File: src/rtl/vend_core_param.sv
// vend_core_param: N-product vending FSM with coin credit, refund and timed vend/change display; define VEND_CHANGE_EN to allow overpayment with change
module vend_core_param #(
  parameter int                  N_PROD     = 4,
  parameter logic [N_PROD*8-1:0] PRICES     = {8'd40, 8'd30, 8'd20, 8'd15},
  parameter int                  N_COIN     = 3,
  parameter logic [N_COIN*8-1:0] COIN_VALS  = {8'd25, 8'd10, 8'd5},
  parameter int                  CREDIT_MAX = 99,
  parameter int                  HOLD_TICKS = 1000
) (
  input  logic              clk,
  input  logic              clr_n,
  input  logic              tick,
  input  logic [N_PROD-1:0] sel,
  input  logic [N_COIN-1:0] coin,
  input  logic              vend_btn,
  input  logic              cancel_btn,
  output logic [N_PROD-1:0] leds,
  output logic [7:0]        left_disp,
  output logic [7:0]        right_disp,
  output logic              coin_reject,
  output logic              err,
  output logic [1:0]        state_o
);
  localparam int PW = N_PROD > 1 ? $clog2(N_PROD) : 1;
  localparam int HW = $clog2(HOLD_TICKS + 1);
  typedef enum logic [1:0] {IDLE = 2'd0, VEND = 2'd1, CHANGE = 2'd2} state_t;
  state_t r_state, w_state;
  logic [7:0] r_credit, w_credit, r_change, w_change, w_price, w_coin_val;
  logic [PW-1:0] r_prod, w_prod, w_sel_idx;
  logic [HW-1:0] r_hold, w_hold;
  logic [N_COIN-1:0] r_coin_prev, w_coin_edge;
  logic r_vend_prev, r_cancel_prev, r_rej, w_rej, r_err, w_err;
  logic w_vend_edge, w_cancel_edge, w_sel_ok, w_pay_ok, w_hold_done;
  logic [8:0] w_sum;

  function automatic logic [7:0] bcd(input logic [7:0] v);
    return {4'(v / 8'd10), 4'(v % 8'd10)};
  endfunction

  // button edges, selected product price and the lowest-index coin edge value
  always_comb begin
    w_coin_edge   = coin & ~r_coin_prev;
    w_vend_edge   = vend_btn & ~r_vend_prev;
    w_cancel_edge = cancel_btn & ~r_cancel_prev;
    w_sel_ok      = $onehot(sel);
    w_sel_idx     = '0;
    w_price       = '0;
    w_coin_val    = '0;
    for (int i = N_PROD - 1; i >= 0; i--)
      if (sel[i]) begin
        w_sel_idx = PW'(i);
        w_price   = PRICES[8*i +: 8];
      end
    for (int i = N_COIN - 1; i >= 0; i--)
      if (w_coin_edge[i]) w_coin_val = COIN_VALS[8*i +: 8];
    w_sum       = {1'b0, r_credit} + {1'b0, w_coin_val};
    w_hold_done = r_hold == HW'(HOLD_TICKS - 1);
`ifdef VEND_CHANGE_EN
    w_pay_ok    = r_credit >= w_price;
`else
    w_pay_ok    = r_credit == w_price;
`endif
  end

  // next-state logic: credit handling in IDLE, timed VEND/CHANGE phases
  always_comb begin
    w_state  = r_state;
    w_credit = r_credit;
    w_change = r_change;
    w_prod   = r_prod;
    w_hold   = w_hold_done ? '0 : r_hold + HW'(1);
    w_rej    = 1'b0;
    w_err    = 1'b0;
    case (r_state)
      IDLE: begin
        w_hold = '0;
        if (w_cancel_edge) begin
          w_change = r_credit;
          w_credit = '0;
          w_state  = CHANGE;
        end else if (|w_coin_edge) begin
          if (w_sum <= 9'(CREDIT_MAX)) w_credit = w_sum[7:0];
          else w_rej = 1'b1;
        end else if (w_vend_edge) begin
          if (w_sel_ok && w_pay_ok) begin
            w_change = r_credit - w_price;
            w_credit = '0;
            w_prod   = w_sel_idx;
            w_state  = VEND;
          end else w_err = 1'b1;
        end
      end
`ifdef VEND_CHANGE_EN
      VEND: if (w_hold_done) w_state = CHANGE;
`else
      VEND: if (w_hold_done) w_state = IDLE;
`endif
      CHANGE: if (w_hold_done) begin
        w_state  = IDLE;
        w_change = '0;
      end
      default: w_state = IDLE;
    endcase
  end

  // state and sampled-button registers advance only on tick; pulses hold until the next tick
  always_ff @(posedge clk or negedge clr_n)
    if (!clr_n) begin
      r_state       <= IDLE;
      r_credit      <= '0;
      r_change      <= '0;
      r_prod        <= '0;
      r_hold        <= '0;
      r_coin_prev   <= '0;
      r_vend_prev   <= 1'b0;
      r_cancel_prev <= 1'b0;
      r_rej         <= 1'b0;
      r_err         <= 1'b0;
    end else if (tick) begin
      r_state       <= w_state;
      r_credit      <= w_credit;
      r_change      <= w_change;
      r_prod        <= w_prod;
      r_hold        <= w_hold;
      r_coin_prev   <= coin;
      r_vend_prev   <= vend_btn;
      r_cancel_prev <= cancel_btn;
      r_rej         <= w_rej;
      r_err         <= w_err;
    end

  assign leds        = r_state == VEND ? N_PROD'(1) << r_prod : '0;
  assign left_disp   = r_state == CHANGE ? bcd(r_change) : (r_state == IDLE && w_sel_ok) ? bcd(w_price) : 8'h00;
  assign right_disp  = bcd(r_credit);
  assign coin_reject = r_rej;
  assign err         = r_err;
  assign state_o     = r_state;
endmodule
File: config.mk
export PLATFORM = sky130hd
export DESIGN_NAME = vend_core_param
export DESIGN_NICKNAME = d
export VERILOG_FILES = /design/src/rtl/vend_core_param.sv
export SDC_FILE = /design/constraint.sdc
export NUM_CORES = 1
export LEC_CHECK = 0
export ABC_AREA = 1
export BUFFER_PORTS_ARGS = -buffer_cell sky130_fd_sc_hd__buf_2
export CAP_MARGIN = 20
export CORE_MARGIN = 1.5
export CORE_UTILIZATION = 62
export CTS_BUF_LIST = sky130_fd_sc_hd__clkbuf_8
export CTS_CLUSTER_SIZE = 30
export DETAILED_ROUTE_END_ITERATION = 16
export PLACE_DENSITY = 0.83
export SLEW_MARGIN = 20
export SYNTH_ARGS = -nofsm -noshare
export SYNTH_HDL_FRONTEND = slang
export SYNTH_SLANG_ARGS = --single-unit
File: constraint.sdc
create_clock -name clk -period 3.6 [get_ports clk]
set_input_delay 0.54 -clock clk [delete_from_list [all_inputs] [get_ports clk]]
set_output_delay 0.54 -clock clk [all_outputs]
set_load 0.03 [all_outputs]
==> impl_results.md, run 1 <==
* Status: completed
* Crit path buf inv count at 4
* Diode count at 0
* I/O pin count at 36
* Worst-path clk slew at 0.08 ns
* Most frequent CP cell: nand2_4
* R2R setup slack at 0.20 ns
* Critical-path top delay cell: dfrtp_2
* H-tree depth at 2
* Simple-gate share of the synthesized area at 29.9%
* Critical path cell sequence: nand2_2 -> nand2_1 -> o21ai_2 -> nand2_1 -> nand2_1 -> nand2_2 -> nand2_2 -> xor2_2 -> inv_2 -> nand2_4 -> nand2_4 -> nand2_4 -> nand2_4 -> inv_4 -> nand2_4 -> nand2_4 -> nand2_4 -> xor2_2 -> inv_1 -> ha_2 -> o21ai_1 -> buf_2
* Initial Utilization at 63.6%
* Post-synthesis sequential area ratio at 26.8%
* Synth Register Bits at 37
* Final net count at 577
* Via density per instance at 5.44
* Mapped Nets at 534
* Kind of cell adding the most delay to the critical path: simple AND/OR/NAND/NOR gates
* Top FF cell, synth: dfrtp_1
* CTS tree: built
* Cells after synthesis at 496
* Die Width at 77.7 um
* Worst setup margin at 0.174 ns
* Port buffer count at 35
* Yosys warning total at 0
* RSZ-0062 raised after global routing: true
* Main combinational cell family by area after synthesis: simple AND/OR/NAND/NOR gates
* Fmax at 292 MHz
* # clock sinks at 37
* Hold Vio Cnt, Final at 0
* Max-Cap Viols at 0
* Relative slew slack at 45.8%
* Drt wl/cell at 12.6 um
* Slew Viols, Final at 0
* Via count at 3328
* Starting DRT DRC Count at 144
* Vias in the first global route at 3084
* Pre-CTS setup slack at 0.119 ns
* # DRC at 0
* Fraction of registers with async set/reset at 100%
* Placer Congestion at 0.949
* Share of layout cells above drive strength 1 at 21.9%
* Row count at 27
* Final Skew at 0.00745 ns
* Slowest stage delay, CP at 0.46 ns
* Crit Path Category: flop to primary output
* Clock root buffer master: clkbuf_8
* Top cell type's share of synthesized area at 26.8%
* Min-delay worst type: primary input to asynchronous set/reset pin
* Largest net degree at the start of global routing at 38
* Post-route minimum period at 3.43 ns
* Layout area overhead at 12.3%
* # setup viols final at 0
* Count of cell types in the netlist at 43
* Clk Latency, worst-skew pair at 0.29 ns
* Post-synth top area cell: dfrtp_1
* Critical Path Start Type: flop
* Post-synth EDFFs at 0
* P_leak at 2.06 nW
* Synth Area in Compound Gates at 18.5%
* Crit. End Element: primary output
* First-pass GRT wire length at 13100 um
* Synth Cell Area at 3460 um2
* Total CTS buffers at 5
* Tot Pwr at 3.84 mW
* Syn Area/Cell at 6.97 um2
* Ranking of synthesized cells by area: dfrtp_1, nand2_1, ha_1
* Reg2reg start: r_coin_prev[1]$_DFFE_PN0P_
* DP Cell Count at 597
* Clock buffer depth at 2
* Die ar. at 6030 um2
* Commonest non-fill, non-tap cell in the layout: nand2_1
* DP HPWL at 5910 um
* Mux contribution to synthesized area at 0%
* CTS Hold Bufs at 0
* Cells on worst reg2reg path at 20
* Initial antenna violation count at 0
* Non-Filler Instances at 612
* Drt pass-1 iters at 4
* Post-Route WL at 7700 um
* Pwr dens at 990 nW/um2
* Reg2Reg Capture Point: r_credit[1]$_DFFE_PN0P_
* CP Max Fanout at 7
* Die height at 77.7 um
* Worst-Margin Slew at 0.813 ns
* WP data arrival at 2.89 ns
* Max rail drop VDD at 0.00121 V
* GR Overflow Total at 0
* Critical Path RT at 3.06 ns
* DRT antenna net count at 0
* Most frequent cells in the layout: nand2_1, inv_1, nor2_1
* Xor/xnor cell area share of the yosys netlist at 3.73%
* Adder-cell share of the synthesized area at 10.1%
* Tot GR Track Use at 26.6%
* Placeable Area at 5440 um2
* Tcrit/Tclk final at 95.2%
==> kinds of logic (layout without fill, tap and decap cells) <==
logic type               count (synthesis)  count (layout)
AND/OR/NAND/NOR                        216             216
AO/OA/AOI/OAI                          105             105
buffers and inverters                   99             143
flip-flops                              37              37
adder cells (fa/ha/maj)                 26              26
XOR/XNOR                                13              13
==> worst register-to-register path, cell delays in order (launching register included) <==
cell and delay [ns]:
dfrtp_1 0.36, inv_1 0.07, nand2_1 0.11, nand3_1 0.12
nand2_1 0.08, ha_1 0.21, fa_1 0.41, a21oi_1 0.14
nor2_1 0.05, nor2_1 0.18, nor2_1 0.06, o21ai_0 0.31
xor2_1 0.23, nor2_1 0.07, a21oi_1 0.14, o21ai_0 0.14
nand2_1 0.15, nand2_2 0.16, inv_1 0.15, nand3_1 0.10
o21ai_0 0.08
==> layout make-up <==
class	instances	area, um2
clock inverter	3	21.3
clock buffer	5	68.8
fill	450	1560
sequential	37	930
timing repair buffer	43	238
multi-input combinational	360	2180
inverter	92	350
tap	72	90.1
==> repair_timing <==
item                       CTS  global route
setup endpoints to repair    0             7
gates resized for setup      0            17
buffers inserted             0             7
==> registers in the layout, indices dropped and copies added (netlist names) <==
register       count
r_hold            10
r_change           8
r_credit           8
r_coin_prev        3
r_prod             2
state_o            2
coin_reject        1
err                1
r_cancel_prev      1
r_vend_prev        1
==> synthesized netlist by cell type (all sizes together) (2+ instances only) <==
cell type	instances
nor3	11
xor2	12
clkbuf	3
inv	92
buf	4
o21bai	2
nor3b	3
o21ai	45
a31oi	3
o211ai	2
dfrtp	37
nand4	3
o31ai	7
ha	23
nand3	28
nor2	42
nand2	125
fa	3
a21oi	28
o22ai	12
nor4	2
==> routing by layer <==
layer | routed length [um] | up-vias | share of wire [%] | GRT usage, %
met2 | 3870 | 66 | 50 | 47.4
met3 | 220 | 12 | 2.9 | 3.29
li1 | - | 1702 | - | -
met4 | 121 | 0 | 1.6 | 7.64
met1 | 3490 | 1548 | 45 | 33.5
met5 | 0 | - | 0 | 0
==> power by group <==
part	switching (mW)	internal [mW]	leakage (nW)	total (mW)
Combinational	1.89	0.970	1.57	2.86
Clock	0.159	0.137	0.0445	0.296
Sequential	0.141	0.543	0.452	0.684
Total	2.19	1.65	2.06	3.84
==> worst max-delay path by stage <==
| stage | start | end | slack (ns) | depth (start not counted) |
|---|---|---|---|---|
| after global placement | sel[0] | left_disp[1] | 0.17 | 14 |
| after detailed placement | coin[1] | r_credit[1]$_DFFE_PN0P_ | 0.12 | 20 |
| after global routing | sel[2] | left_disp[1] | -0.07 | 18 |
| after CTS | r_credit[6]$_DFFE_PN0P_ | right_disp[3] | 0.06 | 25 |
| final | r_credit[6]$_DFFE_PN0P_ | right_disp[2] | 0.17 | 22 |
| after floorplan | r_credit[6]$_DFFE_PN0P_ | right_disp[2] | 0.23 | 24 |
==> metrics by stage <==
step | util, % | hold WS [ns] | instance area (um2) | setup TNS, ns
final | 71.4 | 0.332 | 3880 | 0
after global routing | 71.4 | 0.385 | 3880 | -0.223
after detailed placement | 67.9 | 0.496 | 3690 | 0
after global placement | 67.9 | 0.481 | 3690 | 0
after CTS | 69.6 | 0.359 | 3780 | 0
after floorplan | - | 0.244 | 3460 | 0
(Power assumes the default switching activity.)
==> run 2, diff against run 1 <==
==> constraint.sdc (replaced) <==
create_clock -name clk -period 3.7 [get_ports clk]
set_input_delay 0.555 -clock clk [delete_from_list [all_inputs] [get_ports clk]]
set_output_delay 0.555 -clock clk [all_outputs]
set_load 0.03 [all_outputs]
==> run 2 against run 1 <==
Net effect:
- critical path depth down 10
- clock skew grew 0.00080 ns
- core utilization shrank 0.53 points
- sequential share of layout area increased by 0.15 points
- setup slack better by 0.027 ns
- clock power grew 17%
- die area stayed put
- combinational power shrank 4%
- hold slack better by 0.014 ns
- first-iteration DRC count increased by 1.4%
- flip-flop and latch count did not move
- via count is 0.18% lower
- critical path type is now primary input to primary output
==> impl_results.md, run 2 (same netlist as run 1, synthesis figures left out) <==
* Dpl cell area at 3690 um2 (unchanged)
* Post-Route WL at 7530 um (-2.2%)
* Crit. End Element: primary output
* Die Width at 77.7 um (unchanged)
* Die ar. at 6030 um2 (unchanged)
* CTS tree: built
* Slew Viols, Final at 0 (unchanged)
* Most frequent CP cell: inv_1
* Slowest stage delay, CP at 0.55 ns (+0.09 ns)
* Relative slew slack at 46.4% (+0.59 points)
* Diode count at 0 (unchanged)
* Largest net degree at the start of global routing at 38 (unchanged)
* Crit Path Category: primary input to primary output
* Max reg flops at 10 (unchanged)
* Cells on worst reg2reg path at 20 (unchanged)
* Final Instance Area at 3850 um2 (-0.74%)
* Kind of cell adding the most delay to the critical path: adder cells
* Initial antenna violation count at 0 (unchanged)
* # fillers at 457 (+1.6%)
* Share of layout cells above drive strength 1 at 20.1% (-1.7 points)
* CP Max Fanout at 7 (unchanged)
* Layout area overhead at 11.5%
* Worst-Margin Slew at 0.805 ns (-0.00887 ns)
* R2R setup slack at 0.51 ns (+0.31 ns)
* Row count at 27 (unchanged)
* Via density per instance at 5.46 (+0.48%)
* Pre-CTS setup slack at 0.198 ns (+0.0790 ns)
* Drt pass-1 iters at 5 (+1)
* First-pass GRT wire length at 12900 um (-1.6%)
* Tot GR Track Use at 25.9% (-0.70 points)
* Post-route minimum period at 3.50 ns
* Vias in the first global route at 3086 (+0.065%)
* Drt wl/cell at 12.4 um (-1.6%)
* Critical Path Start Type: primary input
* Critical-path top delay cell: fa_1
* GR Overflow Total at 0 (unchanged)
* Max-Cap Viols at 0 (unchanged)
* I/O pin count at 36 (unchanged)
* Die height at 77.7 um (unchanged)
* Worst setup margin at 0.201 ns (+0.0267 ns)
* Min-delay worst type: primary input to asynchronous set/reset pin
* Largest register by flop count: r_hold
* Via count at 3322 (-0.18%)
* Starting DRT DRC Count at 146 (+1.4%)
* H-tree depth at 2 (unchanged)
* Total CTS buffers at 5 (unchanged)
* Multi-input logic area at 2170 um2 (-0.86%)
* Pwr dens at 973 nW/um2 (-1.7%)
* Fmax at 286 MHz
* Util after Layout at 70.9% (-0.53 points)
* Worst-path clk slew at 0.08 ns (about the same)
* Tcrit/Tclk final at 94.6%
* P_leak at 2.06 nW (-0.28%)
* CP Launch Point: sel[0]
* # clock sinks at 37 (unchanged)
* # DRC at 0 (unchanged)
* Clock buffer depth at 2 (unchanged)
* Reg2Reg Capture Point: r_credit[0]$_DFFE_PN0P_
* Crit path buf inv count at 6 (+2)
* Tot Pwr at 3.75 mW (-2.4%)
* Most frequent cells in the layout: nand2_1, inv_1, nor2_1, o21ai_0, dfrtp_1
* Placeable Area at 5440 um2 (unchanged)
* Reg2reg start: r_coin_prev[1]$_DFFE_PN0P_
* Commonest non-fill, non-tap cell in the layout: nand2_1
* DRT antenna net count at 0 (unchanged)
* Register area at 928 um2 (-0.13%)
* Hold Vio Cnt, Final at 0 (unchanged)
* Critical path cell sequence: buf_2 -> inv_2 -> fa_1 -> inv_1 -> ha_1 -> ha_1 -> nor3_2 -> inv_1 -> nor2_2 -> inv_1 -> o21ai_0 -> buf_2
* Final Skew at 0.00825 ns (+0.000799 ns)
* Max rail drop VDD at 0.00111 V (-8.3%)
* Critical Path RT at 3.14 ns (+0.08 ns)
* Status: completed
* WP data arrival at 2.94 ns (+0.05 ns)
* Clock root buffer master: clkbuf_8
* Fin Setup TNS at 0 ns (unchanged)
* Port buffer count at 35 (unchanged)
* # setup viols final at 0 (unchanged)
* Crit path depth at 12 (-45%)
* Final net count at 573 (-0.69%)
* Initial Utilization at 63.6% (unchanged)
* DP HPWL at 5920 um (+0.17%)
* Biggest regs: r_hold: 10 flops, r_change: 8 flops, r_credit: 8 flops
* Clk Latency, worst-skew pair at 0.29 ns (about the same)
* Placer Congestion at 0.934 (-1.6%)
## run 2: metrics by stage
step / hold WS [ns] / instances
final: 0.346 / 608
after floorplan: 0.259 / 496
after detailed placement: 0.493 / 597
after CTS: 0.375 / 605
after global routing: 0.408 / 608
after global placement: 0.481 / 597
## run 2: how the worst max path moves through the flow
| stage | endpoint | slack [ns] |
|---|---|---|
| 6_report | left_disp[6] | 0.20 |
| 3_5_place_dp | left_disp[1] | 0.20 |
| 4_1_cts | right_disp[3] | 0.17 |
| 3_3_place_gp | left_disp[1] | 0.27 |
| 2_1_floorplan | right_disp[2] | 0.31 |
| 5_1_grt | right_disp[3] | -0.01 |
## run 2: power breakdown
part	leakage, nW	switching [mW]	internal [mW]
logic	1.54	1.81	0.932
registers	0.452	0.132	0.528
clock network	0.0595	0.147	0.200
## run 2: layout make-up
class	count	area share, %
well taps	72	2.34
flip-flops and latches	37	24.1
clock inverters	3	1.10
multi-input cells	360	56.2
clock buffers	5	1.79
repair buffers	39	5.39
inverters	92	9.09
## run 2: worst reg2reg max path: cells and delay by family, from the launching register on
kind            cells  cell delay (ns)
xor+xnor            1             0.22
simple gates       10             0.99
fa+ha+maj           2             0.63
compound gates      5             0.65
buf+inv             2             0.25
flops               1             0.37
## run 2: what timing repair did
| item | 4_1_cts | 5_1_grt |
|---|---|---|
| hold buffers | 0 | 0 |
| buffers inserted | 0 | 3 |
| gates resized for setup | 0 | 11 |
| endpoints found under the hold margin | 0 | 0 |
| setup endpoints to repair | 0 | 5 |
## run 2: layer usage
layer	wire length [um]	up-vias	GRT usage, %
li1	-	1699	-
met1	3410	1530	32.6
met2	3730	82	46.1
met3	283	11	3.65
met4	112	0	6.91
met5	0	-	0
==> run 3, diff against run 2 <==
--- a/config.mk
+++ b/config.mk
@@ -9,11 +9,11 @@
 export BUFFER_PORTS_ARGS = -buffer_cell sky130_fd_sc_hd__buf_2
 export CAP_MARGIN = 20
 export CORE_MARGIN = 1.5
-export CORE_UTILIZATION = 62
+export CORE_UTILIZATION = 67
 export CTS_BUF_LIST = sky130_fd_sc_hd__clkbuf_8
 export CTS_CLUSTER_SIZE = 30
 export DETAILED_ROUTE_END_ITERATION = 16
-export PLACE_DENSITY = 0.83
+export PLACE_DENSITY = 0.89
 export SLEW_MARGIN = 20
 export SYNTH_ARGS = -nofsm -noshare
 export SYNTH_HDL_FRONTEND = slang
==> constraint.sdc (replaced) <==
create_clock -name clk -period 4.3 [get_ports clk]
set_input_delay 0.645 -clock clk [delete_from_list [all_inputs] [get_ports clk]]
set_output_delay 0.645 -clock clk [all_outputs]
set_load 0.03 [all_outputs]
==> run 3 against run 2 <==
Net effect:
- final cell count decreased by 1.6%
- register-to-register slack improved by 0.39 ns
- first-iteration DRC count grew 71%
- global-route usage increased by 4.1 points
- sequential share of layout area up 0.49 points
- via count grew 0.45%
- setup slack better by 0.31 ns
- power fell by 16%
- combinational power decreased by 14%
- die area down 7.2%
- critical path type unchanged
==> impl_results.md, run 3 (same netlist as run 1, synthesis figures left out) <==
* Status: completed
* Layout area overhead at 8.94%
* Hold Vio Cnt, Final at 0 (unchanged)
* Commonest non-fill, non-tap cell in the layout: nand2_1
* Critical-path top delay cell: ha_1
* Post-route minimum period at 3.79 ns
* I/O pin count at 36 (unchanged)
* Tot Pwr at 3.17 mW (-16%)
* Reg power frac at 18.2% (+0.6 points)
* H-tree depth at 2 (unchanged)
* DRT antenna net count at 0 (unchanged)
* Starting DRT DRC Count at 249 (+71%)
* R2R setup slack at 0.90 ns (+0.39 ns)
* Row count at 25 (-7.4%)
* Tot GR Track Use at 30.0% (+4.1 points)
* Clk Latency, worst-skew pair at 0.29 ns (about the same)
* Most frequent cells in the layout: nand2_1, inv_1, nor2_1
* Fin Setup TNS at 0 ns (unchanged)
* Clock root buffer master: clkbuf_8
* Post-Route WL at 7700 um (+2.3%)
* Worst setup margin at 0.513 ns (+0.312 ns)
* Critical Path RT at 3.65 ns (+0.51 ns)
* Min-delay worst type: primary input to asynchronous set/reset pin
* Worst-path clk slew at 0.07 ns (about the same)
* Dpl cell area at 3680 um2 (-0.37%)
* WP data arrival at 3.14 ns (+0.20 ns)
* Pwr dens at 840 nW/um2 (-14%)
* Util after Layout at 77.7% (+6.8 points)
* Die height at 74.8 um (-3.7%)
* Vias in the first global route at 3078 (-0.26%)
* Clock buffer depth at 2 (unchanged)
* Placeable Area at 4850 um2 (-11%)
* P_sw at 1.81 mW (-13%)
* GR Overflow Total at 0 (unchanged)
* Initial antenna violation count at 0 (unchanged)
* Critical Path Start Type: primary input
* Internal at 1.36 mW (-18%)
* Relative slew slack at 46.7% (+0.30 points)
* Tcrit/Tclk final at 88.1%
* Share of layout cells above drive strength 1 at 17.9% (-2.3 points)
* Max reg flops at 10 (unchanged)
* Largest register by flop count: r_hold
* Diode count at 0 (unchanged)
* Via density per instance at 5.58 (+2.1%)
* Max rail drop VDD at 0.000832 V (-25%)
* Drt wl/cell at 12.9 um (+4.0%)
* Pre-CTS setup slack at 0.561 ns (+0.363 ns)
* Max-Cap Viols at 0 (unchanged)
* Placer Congestion at 0.930 (-0.46%)
* Slew Viols, Final at 0 (unchanged)
* Port buffer count at 35 (unchanged)
* Largest net degree at the start of global routing at 38 (unchanged)
* Fmax at 264 MHz
* DP HPWL at 6130 um (+3.5%)
* First-pass GRT wire length at 13100 um (+1.7%)
* Hold_ws at 0.434 ns (+0.0880 ns)
* # DRC at 0 (unchanged)
* Via count at 3337 (+0.45%)
* Comb pwr share at 74.1% (+0.9 points)
* # clock sinks at 37 (unchanged)
* Post-CTS Setup Inserts at 0 (unchanged)
* Initial Utilization at 71.3% (+7.7 points)
* # fillers at 361 (-21%)
* Switching Share at 57.1% (+1.4 points)
* Clock Power Share at 7.7% (-1.5 points)
* Non-Filler Instances at 598 (-1.6%)
* RSZ-0062 raised after global routing: false
* CTS tree: built
* Die Width at 74.8 um (-3.7%)
* Die ar. at 5600 um2 (-7.2%)
* Final Skew at 0.00389 ns (-0.00436 ns)
* P_leak at 2.02 nW (-1.5%)
* Biggest regs: r_hold: 10 flops, r_change: 8 flops, r_credit: 8 flops
* Post-CTS sizing at 0 (unchanged)
* CTS Hold Bufs at 0 (unchanged)
* Critical path cell sequence: buf_2 -> nor2_1 -> nor2_1 -> nor2_1 -> inv_1 -> ha_1 -> a31oi_1 -> inv_1 -> nand3_1 -> and2_1 -> inv_1 -> a21oi_1 -> a21oi_1 -> nor2_1 -> inv_1 -> a21oi_1 -> o21ai_0 -> nand2_1 -> buf_2
* Crit. End Element: primary output
* Crit Path Category: primary input to primary output
* Slowest stage delay, CP at 0.27 ns (-0.28 ns)
* CP Max Fanout at 5 (-2)
* DP Cell Count at 591 (-1.0%)
* Final net count at 569 (-0.70%)
* Drt pass-1 iters at 5 (unchanged)
* Worst-Margin Slew at 0.800 ns (-0.00453 ns)
* # setup viols final at 0 (unchanged)
* Final Instance Area at 3770 um2 (-2.3%)
* Total CTS buffers at 5 (unchanged)
[run 3: final cells by class]
cell class | instances | area [um2] | share of cell area (%)
timing repair buffer | 35 | 175 | 4.65
clock buffer | 6 | 82.6 | 2.19
tap | 67 | 83.8 | 2.23
clock inverter | 1 | 3.75 | 0.0997
sequential | 37 | 926 | 24.6
multi-input combinational | 360 | 2150 | 57.0
inverter | 92 | 348 | 9.24
[run 3: layer usage]
metal	up-vias	global-route usage [%]	share of wire [%]	wire length (um)
met1	1539	38.6	44	3380
met2	99	50.9	49	3790
li1	1686	-	-	-
met5	-	0	0	0
met3	13	5.49	5.2	403
met4	0	10.1	1.8	138
[run 3: power by group through the flow]
stage / clock network, mW / registers, mW / logic, mW
floorplan: 0 / 0.560 / 1.91
global placement: 0 / 0.570 / 2.25
detailed placement: 0 / 0.576 / 2.34
CTS: 0.243 / 0.571 / 2.35
global route: 0.262 / 0.588 / 2.65
finish: 0.244 / 0.575 / 2.35
[run 3: final timing paths]
kind / to / from / cells past startpoint
worst max-delay path: left_disp[1] / sel[3] / 19
worst min-delay path: r_hold[5]$_DFFE_PN0P_ / clr_n / 1
worst max register to register: r_credit[1]$_DFFE_PN0P_ / r_coin_prev[1]$_DFFE_PN0P_ / 20
worst min register to register: coin_reject$_DFFE_PN0P_ / coin_reject$_DFFE_PN0P_ / 2
max in group asynchronous: err$_DFFE_PN0P_ / clr_n / 1
min in group clk: coin_reject$_DFFE_PN0P_ / coin_reject$_DFFE_PN0P_ / 2
[run 3: critical path, delay by kind of cell]
family          cells  cell delay [ns]
fa+ha+maj           1             0.27
simple gates        7             0.89
buf+inv             6             0.65
compound gates      5             0.70
